`config.mk`:
```
export PLATFORM = sky130hd
export DESIGN_NAME = dht11_frame_reader
export DESIGN_NICKNAME = d
export VERILOG_FILES = /design/src/rtl/dht11_frame_reader.sv
export SDC_FILE = /design/constraint.sdc
export NUM_CORES = 1
export LEC_CHECK = 0
export ABC_AREA = 1
export BUFFER_PORTS_ARGS = -buffer_cell sky130_fd_sc_hd__buf_2
export CAP_MARGIN = 20
export CORE_ASPECT_RATIO = 1.4
export CORE_MARGIN = 4
export CORE_UTILIZATION = 53
export DETAILED_ROUTE_END_ITERATION = 6
export PLACE_DENSITY_LB_ADDON = 0.25
export SLEW_MARGIN = 20
export SYNTH_ARGS = -nofsm -noshare
export SYNTH_HDL_FRONTEND = slang
export SYNTH_SLANG_ARGS = --single-unit
export TNS_END_PERCENT = 10
```
`constraint.sdc`:
```
create_clock -name clk -period 5.2 [get_ports clk]
set_clock_uncertainty 0.1 [all_clocks]
set_input_delay 1.56 -clock clk [delete_from_list [all_inputs] [get_ports clk]]
set_output_delay 1.56 -clock clk [all_outputs]
set_load 0.03 [all_outputs]
```
`src/rtl/dht11_frame_reader.sv`:
```
// DHT11 single-wire frame reader: host start pulse, sensor response, 40 data bits, checksum.
// Line is open-drain; only the pull-low enable (dht_oe) is driven from here.
// Optional build macro DHT_GLITCH_FILTER_EN: 4-sample glitch filter after the synchronizer.
module dht11_frame_reader #(
  parameter int unsigned CLK_HZ        = 100_000_000,
  parameter int unsigned START_LOW_US  = 18000,
  parameter int unsigned TIMEOUT_US    = 200,
  parameter int unsigned BIT_THRESH_US = 50
) (
  input  logic       clk,
  input  logic       rst,
  input  logic       start,
  input  logic       dht_in,
  output logic       dht_oe,
  output logic       busy,
  output logic       valid,
  output logic       err,
  output logic [1:0] err_code,
  output logic [7:0] hum_int,
  output logic [7:0] hum_dec,
  output logic [7:0] temp_int,
  output logic [7:0] temp_dec
);

  localparam int unsigned TICK_DIV = CLK_HZ / 1_000_000;
  localparam int unsigned PRE_W    = (TICK_DIV > 1) ? $clog2(TICK_DIV) : 1;
  localparam int unsigned CNT_W    = $clog2(START_LOW_US + TIMEOUT_US + BIT_THRESH_US + 2);

  typedef enum logic [2:0] {
    IDLE, START_LOW, RELEASE, RESP_LOW, RESP_HIGH, BIT_LOW, BIT_HIGH, CHECK
  } state_t;

  state_t           state;
  logic [PRE_W-1:0] pre;
  logic [CNT_W-1:0] us_cnt;
  logic [39:0]      shreg;
  logic [5:0]       bit_cnt;
  logic             s1, s2, lvl, lvl_q;

  logic             us_tick_c;
  logic [CNT_W-1:0] cnt_next_c;
  logic             timeout_c, fall_c, rise_c, bit_val_c;
  logic [7:0]       sum_c;

  // Two-flop synchronizer; idle line is pulled high.
  always_ff @(posedge clk) begin
    if (rst) begin
      s1 <= 1'b1;
      s2 <= 1'b1;
    end else begin
      s1 <= dht_in;
      s2 <= s1;
    end
  end

`ifdef DHT_GLITCH_FILTER_EN
  logic [1:0] flt_cnt;

  // Accept a new level only after four consecutive matching samples.
  always_ff @(posedge clk) begin
    if (rst) begin
      lvl     <= 1'b1;
      flt_cnt <= 2'd0;
    end else if (s2 == lvl) begin
      flt_cnt <= 2'd0;
    end else if (flt_cnt == 2'd3) begin
      lvl     <= s2;
      flt_cnt <= 2'd0;
    end else begin
      flt_cnt <= flt_cnt + 2'd1;
    end
  end
`else
  assign lvl = s2;
`endif

  // Previous line level for edge detection.
  always_ff @(posedge clk) begin
    if (rst) lvl_q <= 1'b1;
    else     lvl_q <= lvl;
  end

  // Free-running microsecond prescaler.
  always_ff @(posedge clk) begin
    if (rst || us_tick_c) pre <= '0;
    else                  pre <= pre + PRE_W'(1);
  end

  // Elapsed-us view that includes the tick of the current cycle, so a window of
  // N whole microseconds always yields exactly N regardless of prescaler phase.
  always_comb begin
    us_tick_c  = (pre == PRE_W'(TICK_DIV - 1));
    cnt_next_c = us_cnt + CNT_W'(us_tick_c);
    timeout_c  = (cnt_next_c >= CNT_W'(TIMEOUT_US));
    bit_val_c  = (cnt_next_c >= CNT_W'(BIT_THRESH_US));
    fall_c     = lvl_q & ~lvl;
    rise_c     = ~lvl_q & lvl;
    sum_c      = shreg[39:32] + shreg[31:24] + shreg[23:16] + shreg[15:8];
  end

  // Transaction FSM with registered outputs.
  always_ff @(posedge clk) begin
    if (rst) begin
      state    <= IDLE;
      us_cnt   <= '0;
      shreg    <= '0;
      bit_cnt  <= '0;
      dht_oe   <= 1'b0;
      busy     <= 1'b0;
      valid    <= 1'b0;
      err      <= 1'b0;
      err_code <= 2'd0;
      hum_int  <= 8'h00;
      hum_dec  <= 8'h00;
      temp_int <= 8'h00;
      temp_dec <= 8'h00;
    end else begin
      valid  <= 1'b0;
      err    <= 1'b0;
      us_cnt <= cnt_next_c;
      case (state)
        IDLE: begin
          us_cnt <= '0;
          if (busy) begin
            busy <= 1'b0;          // strobe cycle just ended
          end else if (start) begin
            busy    <= 1'b1;
            dht_oe  <= 1'b1;
            shreg   <= '0;
            bit_cnt <= '0;
            state   <= START_LOW;
          end
        end
        START_LOW: begin
          if (cnt_next_c >= CNT_W'(START_LOW_US)) begin
            dht_oe <= 1'b0;
            us_cnt <= '0;
            state  <= RELEASE;
          end
        end
        RELEASE, RESP_LOW, RESP_HIGH: begin
          if (timeout_c) begin
            err      <= 1'b1;
            err_code <= 2'd1;
            state    <= IDLE;
          end else if (state == RELEASE && fall_c) begin
            us_cnt <= '0;
            state  <= RESP_LOW;
          end else if (state == RESP_LOW && rise_c) begin
            us_cnt <= '0;
            state  <= RESP_HIGH;
          end else if (state == RESP_HIGH && fall_c) begin
            us_cnt <= '0;
            state  <= BIT_LOW;
          end
        end
        BIT_LOW: begin
          if (timeout_c) begin
            err      <= 1'b1;
            err_code <= 2'd2;
            state    <= IDLE;
          end else if (rise_c) begin
            us_cnt <= '0;
            state  <= BIT_HIGH;
          end
        end
        BIT_HIGH: begin
          if (timeout_c) begin
            err      <= 1'b1;
            err_code <= 2'd2;
            state    <= IDLE;
          end else if (fall_c) begin
            shreg   <= {shreg[38:0], bit_val_c};
            bit_cnt <= bit_cnt + 6'd1;
            us_cnt  <= '0;
            state   <= (bit_cnt == 6'd39) ? CHECK : BIT_LOW;
          end
        end
        CHECK: begin
          if (sum_c == shreg[7:0]) begin
            valid    <= 1'b1;
            hum_int  <= shreg[39:32];
            hum_dec  <= shreg[31:24];
            temp_int <= shreg[23:16];
            temp_dec <= shreg[15:8];
          end else begin
            err      <= 1'b1;
            err_code <= 2'd3;
          end
          state <= IDLE;
        end
        default: state <= IDLE;
      endcase
    end
  end

endmodule

```
==> summary.md, run 1 <==
| Metric | Value |
|---|---|
| Setup tns final | `0 ns` |
| Clock latency at the later pin of the worst-skew pair | `0.35 ns` |
| Final hold viol count | `0` |
| Initial antenna violation count | `0` |
| Syn-to-layout area delta | `9.78%` |
| Number of max-cap violations | `0` |
| Initial drt markers | `219` |
| IO buf count | `41` |
| Share of layout cells above drive strength 1 | `0.116` |
| Via Count | `4813` |
| Peak VDD IR | `0.000208 V` |
| Max incr delay on CP | `0.49 ns` |
| Diode count | `0` |
| Die width | `94.9 um` |
| Critical path type | `reg2reg` |
| CTS clk-pin slew, worst paths | `0.08 ns` |
| Startpoint Class | `register` |
| CP max-delay cell | `nand2_2` |
| Cts repair resizes | `0` |
| Mapped Nets | `764` |
| Final period utilization | `0.741` |
| Least-Margin Pin Slew | `0.951 ns` |
| Drt total wl | `12400 um` |
| Unrepaired setup endpoints after global routing | `no` |
| DR pass1 iterations | `5` |
| Post-Synthesis Cells | `735` |
| Row count | `44` |
| Avg Inst Size Synth | `7.62 sq um` |
| Total GRT Usage | `0.212` |
| Tmin final | `3.85 ns` |
| Synth Cell Area | `5600 sq um` |
| Synth top area cells | `dfxtp_1 40%, nand2_1 11%, nand3_1 6.1%, nor2_1 6.0%, inv_1 6.0%` |
| Final core utilization | `0.594` |
| Synth top area share | `0.400` |
| Hold Crit Class | `reg2reg` |
| # setup viols final | `0` |
| Total CTS buffers | `9` |
| Max Root-Sink Buffers | `2` |
| Max Slew Vio Count | `0` |
| Cell Area, Placed | `5830 sq um` |
| First-pass GRT wire length | `20800 um` |
| Gpl congestion | `0.918` |
| Primary FF master, synth | `dfxtp_1` |
| Commonest cells after routing, fill and taps aside | `165 x nand2_1, 112 x dfxtp_1, 90 x nor2_1, 89 x inv_1, 68 x nand3_1` |
| Critical path's top delay family | `simple AND/OR/NAND/NOR gates` |
| Via-to-Cell Ratio | `5.31` |
| CTS tree | `yes` |
| Synth cell types | `43` |
| Endpoint class of the critical path | `register` |
| Async SR Flop Fraction | `0` |
| Initial Util | `0.541` |
| CP required | `5.37 ns` |
| Final ANT Viol Nets | `0` |
| Critical path, cell by cell | `ha_1 > nand4_1 > nor3_1 > ha_1 > ha_1 > nand2_1 > nor2_4 > nand4_1 > nand2_1 > nand2_1 > nor2_4 > nand3_4 > nand2_2 > nand2_2 > inv_2 > nand3_1 > a21oi_1` |
| Nets@finish | `792` |
| P_leak | `2.81 nW` |
| Register area share after synthesis | `0.400` |
| Sink Count | `112` |
| Buffer and inverter count on the worst path | `1` |
| DIE AREA | `12300 sq um` |
| Post-CTS Setup Bufs | `0` |
| Number of global-route vias before repair | `4552` |
| Max frequency | `259 MHz` |
| Remaining global-route overflow | `0` |
| Wire per inst | `13.7 um` |
| CORE AREA | `10300 sq um` |
| Max_slew headroom | `0.365` |
| Yosys warning total | `0` |
| Post-synth top area cell | `dfxtp_1` |
| Number of synthesized flops with an enable pin | `0` |
| Ports | `42` |
| Register-to-register setup slack | `1.35 ns` |
| Post-route cell area | `6150 sq um` |
| # DRC | `0` |
| CP Max Fanout | `48` |
| Commonest non-fill, non-tap cell in the layout | `nand2_1` |
| Status | `finished clean` |
| H-tree lvl count | `3` |
| Largest net degree at the start of global routing | `49` |
| # hold bufs at CTS | `0` |
| PwrDens | `359 nW/um^2` |
| FF+latch count, synth | `112` |
| WP data arrival | `4.03 ns` |
| Height of the die | `130 um` |
| Detail Placement HPWL | `9170 um` |
| Root Buffer Master | `clkbuf_16` |
-- state kept, by name (all words and copies together) (netlist names), 2 cells and up --
register  count
err_code      2
hum_dec       8
us_cnt       15
shreg        40
temp_dec      8
pre           7
bit_cnt       6
hum_int       8
state         3
temp_int      8
-- synthesized netlist by cell type, drive strengths merged (11+ instances only) --
master  instances
nand3          72
inv            92
a21oi          21
o21ai          11
fa             14
dfxtp         112
a22oi          31
buf            14
nand4          12
clkbuf         14
ha             11
nor3           16
a211oi         12
nand2         169
nor2          100
-- final timing paths --
| check | start | end | cells past startpoint |
|---|---|---|---|
| min reg2reg | s1 | lvl | 1 |
| max reg2reg | pre[0] | shreg[39] | 17 |
| max | pre[0] | shreg[39] | 17 |
| min | s1 | lvl | 1 |
-- power by group --
group | switching [mW] | leakage, nW | total (mW) | internal, mW
logic | 0.369 | 1.74 | 0.509 | 0.140
clock network | 0.340 | 0.156 | 0.729 | 0.389
registers | 0.0518 | 0.905 | 0.969 | 0.918
-- stage by stage --
stage          power, mW  std cells  hold slack (ns)  setup WS [ns]
5_1_grt             2.33        906            0.331          0.948
3_3_place_gp        1.49        890            0.305           1.42
4_1_cts             2.23        906            0.319           1.28
2_1_floorplan       1.44        735            0.289           1.72
3_5_place_dp        1.50        890            0.298           1.32
6_report            2.21        906            0.322           1.35
-- logic make-up (layout without fill, tap and decap cells) --
| logic type | Yosys count | in the layout | synth area share |
|---|---|---|---|
| xor+xnor | 16 | 16 | 0.0275 |
| fa+ha+maj | 25 | 25 | 0.0746 |
| compound gates | 84 | 84 | 0.100 |
| buf+inv | 120 | 153 | 0.0933 |
| simple gates | 378 | 378 | 0.305 |
| flops | 112 | 112 | 0.400 |
-- final cells by class --
type | instances | area [sq um]
timing repair buffer | 45 | 235
clock inverter | 7 | 92.6
clock buffer | 9 | 225
multi-input combinational | 503 | 2840
fill | 971 | 4200
tap | 138 | 173
sequential | 112 | 2240
inverter | 92 | 345
-- routing by layer --
layer / up-vias / wire [um] / GRT usage
li1: 2419 / - / -
met1: 2294 / 5280 / 0.245
met2: 84 / 6460 / 0.385
met3: 16 / 436 / 0.0383
met4: 0 / 263 / 0.0816
met5: - / 0 / 0
-- worst reg2reg max path, delay by kind of cell (launching register included) --
family,cells,cell delay [ns]
DFF,1,0.36
AOI/OAI and AO/OA,1,0.15
adders and majority gates,3,0.73
buffers and inverters,1,0.45
and+or+nand+nor,12,2.00
Note: power is estimated with default switching activity, not from simulation.
==> run 2, diff against run 1 <==
- clock period: 5.2 -> 4 ns (I/O delays scaled with it)
==> run 2 against run 1 <==
Against the previous run:
- via count grew 0.50%
- final cell count grew 0.22%
- critical path type unchanged
- sequential cell count is the same
- fmax grew 4.5%
- die area is the same
- setup slack lost 1.0 ns
- highest routed layer unchanged
- clock-buffer cell count is the same
- first-iteration DRC count grew 16%
==> summary.md, run 2 (same netlist as run 1, synthesis figures left out) <==
| Metric | Value |
|---|---|
| Status | `finished clean` |
| Syn-to-layout area delta | `9.71% (about the same)` |
| Initial Util | `0.541 (unchanged)` |
| Share of layout cells above drive strength 1 | `0.118 (+0.00230)` |
| P_leak | `2.80 nW (-0.34%)` |
| Max Slew Vio Count | `0 (unchanged)` |
| Remaining global-route overflow | `0 (unchanged)` |
| Largest net degree at the start of global routing | `42 (-14%)` |
| Endpoint class of the critical path | `register` |
| DR pass1 iterations | `5 (unchanged)` |
| FF/Latch Area | `2240 sq um (unchanged)` |
| CTS clk-pin slew, worst paths | `0.07 ns (about the same)` |
| # DRC | `0 (unchanged)` |
| Power share of the clock group | `0.298 (-0.032)` |
| Max incr delay on CP | `0.55 ns (+0.06 ns)` |
| Critical path, cell by cell | `fa_1 > inv_1 > fa_1 > inv_1 > ha_1 > fa_1 > xnor2_1 > xor2_1 > nor2_1 > nand3_1 > nor2_1 > nand4_1 > buf_4 > nand3_1 > nand2_1 > nand2_1 > nor2_1` |
| Total power | `2.84 mW (+28%)` |
| Min-delay src | `s1` |
| Commonest cells after routing, fill and taps aside | `165 x nand2_1, 112 x dfxtp_1, 90 x nor2_1, 89 x inv_1, 68 x nand3_1` |
| Drt total wl | `13000 um (+4.1%)` |
| CP max-delay cell | `fa_1` |
| IO buf count | `41 (unchanged)` |
| Post-route cell area | `6150 sq um (about the same)` |
| Hold Path Sink | `lvl` |
| Total CTS buffers | `9 (unchanged)` |
| PwrDens | `461 nW/um^2 (+29%)` |
| CP Max Fanout | `23 (-52%)` |
| Biggest regs | `shreg: 40 flops, us_cnt: 15 flops` |
| Via-to-Cell Ratio | `5.33 (+0.28%)` |
| Gpl congestion | `0.904 (-1.5%)` |
| H-tree lvl count | `3 (unchanged)` |
| Root Buffer Master | `clkbuf_16` |
| # setup viols final | `0 (unchanged)` |
| Max_slew headroom | `0.373 (+0.00746)` |
| Hold Crit Class | `reg2reg` |
| Max FFs per register | `40 (unchanged)` |
| Die width | `94.9 um (unchanged)` |
| Crit Reg-Reg Startpoint | `shreg[9]` |
| Wire per inst | `14.3 um (+3.9%)` |
| Most flop-heavy register | `shreg` |
| Total GRT Usage | `0.223 (+0.0106)` |
| First-pass GRT wire length | `21700 um (+4.4%)` |
| WHS Path Cells | `1 (unchanged)` |
| Int Pwr | `1.84 mW (+27%)` |
| Nets@finish | `795 (+0.38%)` |
| Critical path type | `reg2reg` |
| Initial drt markers | `254 (+16%)` |
| CORE AREA | `10300 sq um (unchanged)` |
| Peak VDD IR | `0.000260 V (+25%)` |
| WP data arrival | `3.87 ns (-0.16 ns)` |
| Sink Count | `112 (unchanged)` |
| Post-CTS Setup Bufs | `0 (unchanged)` |
| Final ANT Viol Nets | `0 (unchanged)` |
| Max Root-Sink Buffers | `2 (unchanged)` |
| CTS tree | `yes` |
| Commonest non-fill, non-tap cell in the layout | `nand2_1` |
| R2R cell count | `17 (unchanged)` |
| Final hold viol count | `0 (unchanged)` |
| Fill count | `1023 (+5.4%)` |
| Placed Instances | `893 (+0.34%)` |
| Area of the multi-input gates | `2840 sq um (unchanged)` |
| Combinational share of power | `0.256 (+0.025)` |
| Row count | `44 (unchanged)` |
| Register-to-register setup slack | `0.31 ns (-1.03 ns)` |
| Height of the die | `130 um (unchanged)` |
| Cell Area, Placed | `5870 sq um (+0.60%)` |
| Clock latency at the later pin of the worst-skew pair | `0.35 ns (about the same)` |
| CP required | `4.18 ns (-1.19 ns)` |
| Max frequency | `271 MHz (+4.5%)` |
| # hold bufs at CTS | `0 (unchanged)` |
| Via Count | `4837 (+0.50%)` |
| Setup WS pre-CTS | `0.341 ns (-0.975 ns)` |
| Startpoint Class | `register` |
| Number of max-cap violations | `0 (unchanged)` |
| DIE AREA | `12300 sq um (unchanged)` |
| Cts repair resizes | `0 (unchanged)` |
| Final period utilization | `0.922 (+0.181)` |
| Least-Margin Pin Slew | `0.940 ns (-0.0112 ns)` |
| Sw frac | `0.350 (+0.00537)` |
| Diode count | `0 (unchanged)` |
| Ports | `42 (unchanged)` |
| Detail Placement HPWL | `9660 um (+5.3%)` |
| Tmin final | `3.69 ns (-0.166 ns)` |
| Final setup margin | `0.311 ns (-1.03 ns)` |
| RR Endpoint | `err_code[0]` |
| Switching pwr | `0.993 mW (+30%)` |
| Setup tns final | `0 ns (unchanged)` |
| Sequential power share | `0.446 (+0.007)` |
| Number of global-route vias before repair | `4757 (+4.5%)` |
| Initial antenna violation count | `0 (unchanged)` |
| Unrepaired setup endpoints after global routing | `no` |
| Post-Layout Cell Count | `908 (+0.22%)` |
[run 2: cell count changes in the layout (fill, tap and decap cells not counted), sizes merged]
cell	previous run	this run
clkinvlp	0	3
buf	45	48
inv	97	94
bufinv	1	0
[run 2: cell type report]
type                            instances  share of cell area
Inverter                               92              0.0562
Tap cell                              138              0.0281
Clock inverter                          6             0.00875
Sequential cell                       112               0.365
Timing Repair Buffer                   48              0.0440
Multi-Input combinational cell        503               0.462
Clock buffer                            9              0.0366
[run 2: per-stage QoR]
| step | hold WS, ns | utilization |
|---|---|---|
| detailed placement | 0.299 | 0.567 |
| global route | 0.344 | 0.594 |
| global placement | 0.301 | 0.567 |
| floorplan | 0.289 | - |
| CTS | 0.325 | 0.594 |
| finish | 0.322 | 0.594 |
[run 2: per-layer routing]
layer	track usage	vias to the layer above	wire length [um]
met5	0	-	0
met4	0.103	0	413
met3	0.0337	30	466
met2	0.404	108	6660
met1	0.254	2265	5420
li1	-	2434	-
[run 2: worst max-delay path, delay by kind of cell (launching register included)]
family                     cells  cell delay, ns
DFF                            1            0.35
xor gates and xnor gates       2            0.35
buffers and inverters          3            0.38
adders and majority gates      4            1.69
and+or+nand+nor                8            0.74
[run 2: how the worst max path moves through the flow]
stage,endpoint,slack (ns),start
finish,err_code[0],0.31,shreg[9]
global route,shreg[39],0.02,pre[0]
CTS,err_code[0],0.31,shreg[9]
detailed placement,err_code[0],0.34,shreg[9]
global placement,err_code[0],0.44,shreg[9]
floorplan,hum_int[0],0.52,shreg[9]
[run 2: power groups by stage]
stage | combinational, mW | sequential (mW) | clock [mW]
floorplan | 0.575 | 1.30 | 0
global placement | 0.699 | 1.28 | 0
detailed placement | 0.721 | 1.29 | 0
CTS | 0.725 | 1.26 | 0.861
global route | 0.805 | 1.27 | 0.900
finish | 0.727 | 1.26 | 0.846
